[src/rtl/load_store_unit.sv]
// rtl/load_store_unit.sv - MEM-stage load/store initiator for a big-endian word-wide data bus
module load_store_unit #(
    parameter int TIMEOUT = 16,
    parameter int CNT_W   = 5
) (
    input  logic        Clk,
    input  logic        Rst_n,
    input  logic        MemRead,
    input  logic        MemWrite,
    input  logic [1:0]  Size,
    input  logic        Unsigned,
    input  logic [31:0] Address,
    input  logic [31:0] WriteData,
    output logic [31:0] ReadData,
    output logic        Stall,
    output logic        Misaligned,
    output logic        BusError,
    output logic        MemReq,
    output logic        MemWe,
    output logic [31:0] MemAddr,
    output logic [31:0] MemWData,
    output logic [3:0]  MemByteEn,
    input  logic [31:0] MemRData,
    input  logic        MemAck
);

    typedef enum logic [1:0] {IDLE, REQ, DONE} state_t;

    state_t             state, state_nxt;
    logic [CNT_W-1:0]   cnt;
    logic               lat_read;
    logic [1:0]         lat_size;
    logic [1:0]         lat_off;
    logic               lat_uns;

    logic               req_in;
    logic               misalign;
    logic               launch;
    logic               timeout;
    logic [3:0]         be_nxt;
    logic [31:0]        wdata_nxt;
    logic [31:0]        shifted;
    logic [31:0]        load_ext;

    assign req_in  = MemRead | MemWrite;
    assign launch  = (state == IDLE) && req_in && !misalign;
    assign timeout = (cnt == CNT_W'(TIMEOUT - 1));
    // Reset gating keeps Stall low while Rst_n is held, even if a request is pending.
    assign Stall   = Rst_n & (launch | (state == REQ));

    always_comb begin
        misalign  = 1'b0;
        be_nxt    = 4'b1111;
        wdata_nxt = WriteData;
        case (Size)
            2'b00: begin
                be_nxt    = 4'b1000 >> Address[1:0];
                wdata_nxt = {4{WriteData[7:0]}};
            end
            2'b01: begin
                misalign  = Address[0];
                be_nxt    = Address[1] ? 4'b0011 : 4'b1100;
                wdata_nxt = {2{WriteData[15:0]}};
            end
            default: misalign = |Address[1:0];
        endcase
    end

    // Byte offset 0 lives in bits [31:24], so shift the addressed lane to the top.
    always_comb begin
        shifted  = MemRData << {lat_off, 3'b000};
        load_ext = MemRData;
        case (lat_size)
            2'b00:   load_ext = {{24{~lat_uns & shifted[31]}}, shifted[31:24]};
            2'b01:   load_ext = {{16{~lat_uns & shifted[31]}}, shifted[31:16]};
            default: load_ext = MemRData;
        endcase
    end

    always_comb begin
        state_nxt = state;
        case (state)
            IDLE:    if (launch) state_nxt = REQ;
            REQ:     if (MemAck || timeout) state_nxt = DONE;
            DONE:    state_nxt = IDLE;
            default: state_nxt = IDLE;
        endcase
    end

    always_ff @(posedge Clk or negedge Rst_n) begin
        if (!Rst_n) begin
            state      <= IDLE;
            cnt        <= '0;
            lat_read   <= 1'b0;
            lat_size   <= 2'b00;
            lat_off    <= 2'b00;
            lat_uns    <= 1'b0;
            ReadData   <= '0;
            MemAddr    <= '0;
            MemWData   <= '0;
            MemByteEn  <= '0;
            MemReq     <= 1'b0;
            MemWe      <= 1'b0;
            Misaligned <= 1'b0;
            BusError   <= 1'b0;
        end else begin
            state      <= state_nxt;
            Misaligned <= (state == IDLE) && req_in && misalign;
            BusError   <= (state == REQ) && !MemAck && timeout;
            if (launch) begin
                cnt       <= '0;
                lat_read  <= !MemWrite;
                lat_size  <= Size;
                lat_off   <= Address[1:0];
                lat_uns   <= Unsigned;
                MemAddr   <= {Address[31:2], 2'b00};
                MemWData  <= wdata_nxt;
                MemByteEn <= be_nxt;
                MemReq    <= 1'b1;
                MemWe     <= MemWrite;
            end else if (state == REQ) begin
                cnt <= cnt + 1'b1;
                if (MemAck || timeout) begin
                    MemReq <= 1'b0;
                end
                if (MemAck && lat_read) begin
                    ReadData <= load_ext;
                end
            end
        end
    end

endmodule

[config.mk]
export PLATFORM = sky130hd
export DESIGN_NAME = load_store_unit
export DESIGN_NICKNAME = d
export VERILOG_FILES = /design/src/rtl/load_store_unit.sv
export SDC_FILE = /design/constraint.sdc
export NUM_CORES = 1
export LEC_CHECK = 0
export ABC_AREA = 0
export CORE_AREA = 5 5 141 116
export CTS_BUF_LIST = sky130_fd_sc_hd__clkbuf_8
export CTS_CLUSTER_DIAMETER = 120
export DETAILED_ROUTE_END_ITERATION = 12
export DIE_AREA = 0 0 146 121
export GPL_TIMING_DRIVEN = 1
export PLACE_DENSITY = 0.76
export SLEW_MARGIN = 30
export SYNTH_ARGS = -nofsm -noshare
export SYNTH_HDL_FRONTEND = slang
export SYNTH_SLANG_ARGS = --single-unit
[constraint.sdc]
create_clock -name Clk -period 5.9 [get_ports Clk]
set_input_delay 1.77 -clock Clk [delete_from_list [all_inputs] [get_ports Clk]]
set_output_delay 1.77 -clock Clk [all_outputs]
set_load 0.05 [all_outputs]
# Word level (Yosys, flattened, before mapping)

Cells that the tools add are included.

Flip-flop bits (word level): 115
Bits of input ports: 104
Output and inout port bits: 105
Logic and storage cells: 61

Add/subtract/negate cells: 1
Equality and inequality tests: 6
Shifts and indexed selects: 2
Muxes and demuxes: 13
Bitwise logic cells: 6
Reduce and logical (&&, ||, !) cells: 19

Operator list:

| kind                  | count |
|---|---|
| $pmux W32 S2          | 2 |
| $shl A32 B5 Y32       | 1 |
| $mux W5               | 2 |
| $pmux W4 S2           | 1 |
| $eq A2 B1 Y1 const B  | 3 |
| $logic_and A1 B1 Y1   | 6 |
| $logic_not A2 Y1      | 3 |
| $add A5 B1 Y5 const B | 1 |
| $eq A5 B4 Y1 const B  | 1 |
| $mux W2               | 2 |
| $mux W4               | 1 |
| $ne A2 B2 Y1 const B  | 2 |
| $pmux W2 S2           | 1 |
| $reduce_and A2 Y1     | 2 |
| $reduce_bool A2 Y1    | 2 |
| $shr A4 B2 Y4 const A | 1 |
| $logic_not A1 Y1      | 3 |
| $mux W1               | 3 |
| $reduce_and A3 Y1     | 1 |
| $and A1 B1 Y1         | 2 |
| $not A1 Y1            | 2 |
| $or A1 B1 Y1          | 2 |
| $pmux W1 S2           | 1 |
| $reduce_or A2 Y1      | 1 |
| $logic_or A1 B1 Y1    | 1 |

# Depth between registers and ports, before layout

Word-level depth: 6
Depth in mapped cells: 6
Depth with buffers taken out: 6

# Least setup slack after synthesis

OpenSTA, ideal clock, no wires.

Path type: input-to-output
Start: input Address[0]
End: output Stall
Arrival time: 3.621 ns
Required time: 4.130 ns
Setup slack: 0.509 ns
Cell stages on the path: 5
Buffers on the path: 2
Cells stage by stage: buf_6 nor2_2 o211ai_2 buf_4 a21boi_0

Cells in the longest elaborated chain, start to end: 6

Ends and longest elaborated chain:

| element                 | RTL line | text |
|---|---|---|
| start: declaration      | 12       | `input logic [31:0] Address,` |
| $reduce_or A2 Y1        | 65       | `default: misalign = \|Address[1:0];` |
| $pmux W1 S2 (*)         | 55       | `case (Size)` |
| $logic_not A1 Y1 (*)    | 46       | `assign launch = (state == IDLE) && req_in && !misalign;` |
| $logic_and A1 B1 Y1 (*) | 46       |  |
| $or A1 B1 Y1 (*)        | 49       | `assign Stall = Rst_n & (launch \| (state == REQ));` |
| $and A1 B1 Y1 (*)       | 49       |  |
| end: declaration        | 15       | `output logic Stall,` |

Mark *: on every way between the ends. The rest lies on a longest branch, timed or not.

# Worst setup path in the final report

Same ends and word-level chain as after synthesis.

==> flow_metrics.tcl <==
set metrics [dict create \
    drv_cap 0 \
    status "completed" \
    drv_slew 0 \
    grt_pass1_wl_mm 26.5 \
    antenna_found_initial 0 \
    end_kind "output port" \
    path_class "input pin to output port" \
    synth_edf_count 0 \
    hold_path_class "flop to flop" \
    skew_ns 0.0104 \
    drtIter0Drc 290 \
    grt_pass1_vias 4864 \
    ys.flop_type "dfrtp_1" \
    clk_latency_ns 0.44 \
    crit_chain "clkdlybuf4s50_1 -> nor2_2 -> o211ai_2 -> a21boi_0 -> buf_4" \
    crit_path_start "Address[0]" \
    place_congestion 0.907 \
    drc 0 \
    cts.path.max_buffers 2 \
    crit_path_top_delay_cell "clkdlybuf4s50_1" \
    die_w_microns 146 \
    cts_made_buffers 17 \
    start_util_pct 39.2 \
    antennaDiodeCount 0 \
    leakage_nw 3.47 \
    start_kind "input pin" \
    finalCritPeriodShare_pct 84.8 \
    ant_nets 0 \
    row_count 40 \
    ff2ff_setup_slack_ns 3.58 \
    fin_hold_ws_ns 0.499 \
    cts_hold_buffers 0 \
    ys_seq_elements 115 \
    clock-root-buffer "clkbuf_8" \
    path_depth 5 \
    cts_resized 0 \
    relSlewSlack_pct 39.7 \
    final.setup.tns_ns 0 \
    yosysSeqAreaShare_pct 49.7 \
    worstPathMaxFanout 8 \
    routedWlPerCell_microns 19.4 \
    timing.fmax_ghz 0.200 \
    crit_buf_inv 2 \
    avgViaCountPerCell 5.24 \
    synthesis.area_sq_um 5790 \
    vdd_drop_max_v 0.000346 \
    cp-endpoint "Stall" \
    ios 209 \
    area_growth_pct 42.9 \
    drive_gt1_share_pct 21.7 \
    post-place-ws_ns 0.895 \
    worstRegToRegCells 4 \
    critPathTopFamily "buffers and inverters" \
    synth.distinct_cells 53 \
    synth_cells 459 \
    postCtsSetupBuffers 0 \
    vias 4515 \
    synth_area_per_cell_sq_um 12.6 \
    final_common_cell "clkdlybuf4s50_1" \
    htreeDepth 4 \
    ys.warnings.count 0 \
    dieHeight_microns 121 \
    cts_tree "yes" \
    utilization_pct 56.0 \
    track_usage_pct 19.0 \
    p_per_area_nw_per_um2 609 \
    hold_violations 0 \
    slowest_delay_ns 0.57 \
    nNetsFinal 766 \
    setup_ws_ns 0.899 \
    clock-sinks 115 \
    hpwl_mm 12.0 \
    worst_pin_slew_ns 0.905 \
    fin_crit_ns 5.00 \
    worst_ep_required_time_ns 4.13 \
    layout_common_cells "clkdlybuf4s50_1 (204), dfrtp_1 (114), mux2_4 (55), nor2_1 (39), nand2_1 (35)" \
    overflow 0 \
    critical_path_arrival_ns 3.23 \
    regToRegEndpoint "MemAddr[25]$_DFFE_PN0P_" \
    r2r_start "state[0]$_DFFE_PN0P_" \
    grt_max_degree 66 \
    first_pass_iters 5 \
    synthArstFlopShare_pct 100 \
    die_area_sq_um 17700 \
    cts.clk_slew.worst_paths_ns 0.07 \
    rsz0062_at_grt "false" \
    core_area_sq_um 14800 \
    n_fill_cell 1233 \
    portBuffers 206 \
    wl_mm 16.7 \
    finalSetupViolCount 0 \
]
-- through the flow --
stage,power (W),instances,area [sq um]
detailed placement,0.00437,829,7880
global placement,0.00432,829,7880
finish,0.00504,861,8270
CTS,0.00507,860,8240
global route,0.00528,861,8270
floorplan,0.00340,460,5790
-- worst min-delay path by stage --
stage	start	endpoint	slack, ns	depth (start not counted)
after floorplan	cnt[4]$_DFFE_PN0P_	cnt[4]$_DFFE_PN0P_	0.50	2
final	MemWData[3]$_DFFE_PN0P_	MemWData[3]$_DFFE_PN0P_	0.50	1
after global routing	MemAddr[20]$_DFFE_PN0P_	MemAddr[20]$_DFFE_PN0P_	0.52	1
after global placement	MemWData[6]$_DFFE_PN0P_	MemWData[6]$_DFFE_PN0P_	0.48	1
after CTS	MemWData[3]$_DFFE_PN0P_	MemWData[3]$_DFFE_PN0P_	0.50	1
after detailed placement	MemWData[5]$_DFFE_PN0P_	MemWData[5]$_DFFE_PN0P_	0.48	1
-- flip-flops by register name, summed over array words and instances, names as in the netlist --
| signal | count |
|---|---|
| MemWData | 32 |
| ReadData | 32 |
| MemAddr | 30 |
| cnt | 5 |
| MemByteEn | 4 |
| lat_off | 2 |
| lat_size | 2 |
| state | 2 |
| BusError | 1 |
| MemReq | 1 |
| MemWe | 1 |
| Misaligned | 1 |
| lat_read | 1 |
| lat_uns | 1 |
-- where the power goes --
group          total [W]  internal, W  switching, W
combinational    0.00291      0.00113       0.00178
clock           0.000681     0.000364      0.000316
sequential       0.00145      0.00115      0.000296
-- cell usage after synthesis (3+ instances only) --
| cell | number | share of area [%] |
|---|---|---|
| a21oi_1 | 12 | 1.0 |
| a22oi_1 | 7 | 0.91 |
| a31oi_1 | 33 | 3.6 |
| buf_12 | 5 | 1.7 |
| buf_2 | 10 | 0.86 |
| buf_4 | 5 | 0.65 |
| buf_6 | 3 | 0.58 |
| clkbuf_1 | 9 | 0.58 |
| dfrtp_1 | 115 | 50 |
| inv_1 | 3 | 0.19 |
| mux2_1 | 6 | 1.2 |
| mux2_2 | 33 | 6.4 |
| mux2_4 | 55 | 14 |
| mux2i_1 | 10 | 1.7 |
| mux4_2 | 8 | 3.1 |
| nand2_1 | 35 | 2.3 |
| nor2_1 | 39 | 2.5 |
| nor2_2 | 4 | 0.43 |
| o21ai_0 | 19 | 1.6 |
| o31ai_1 | 3 | 0.39 |
| or2_2 | 3 | 0.32 |
-- worst register-to-register path: cells and delay by family (launching register included) --
family	cells	cell delay, ns
AO/OA/AOI/OAI	1	0.61
buffers and inverters	1	0.49
flip-flops	1	0.44
multiplexers	1	0.36
AND/OR/NAND/NOR	1	0.31
-- area by class of cell --
type	count	area, sq um	share of cell area (%)
sequential	115	2880	34.8
multi-input combinational	308	2640	31.9
timing repair buffer	215	2140	25.9
clock buffer	21	289	3.50
tap	189	236	2.86
clock inverter	10	70.1	0.847
inverter	3	11.3	0.136
-- cells by family after synthesis --
| logic type | count (synthesis) | share of synthesized area [%] |
|---|---|---|
| other | 1 | 0.0648 |
| muxes | 112 | 26.7 |
| DFF | 115 | 49.7 |
| buffers and inverters | 37 | 4.95 |
| xor gates and xnor gates | 3 | 0.454 |
| AOI/OAI and AO/OA | 85 | 9.32 |
| adders and majority gates | 2 | 0.432 |
| and+or+nand+nor | 104 | 8.37 |
-- routing by layer --
metal  share of wire [%]  vias to the layer above  wire length [microns]  track usage (%)
li1                    -                     2069                      -                -
met1                  43                     2177                   7110             24.0
met2                  45                      234                   7420             28.7
met3                  11                       35                   1760             8.89
met4                 2.3                        0                    380             6.87
met5                   0                        -                      0                0
(Power assumes the default switching activity.)
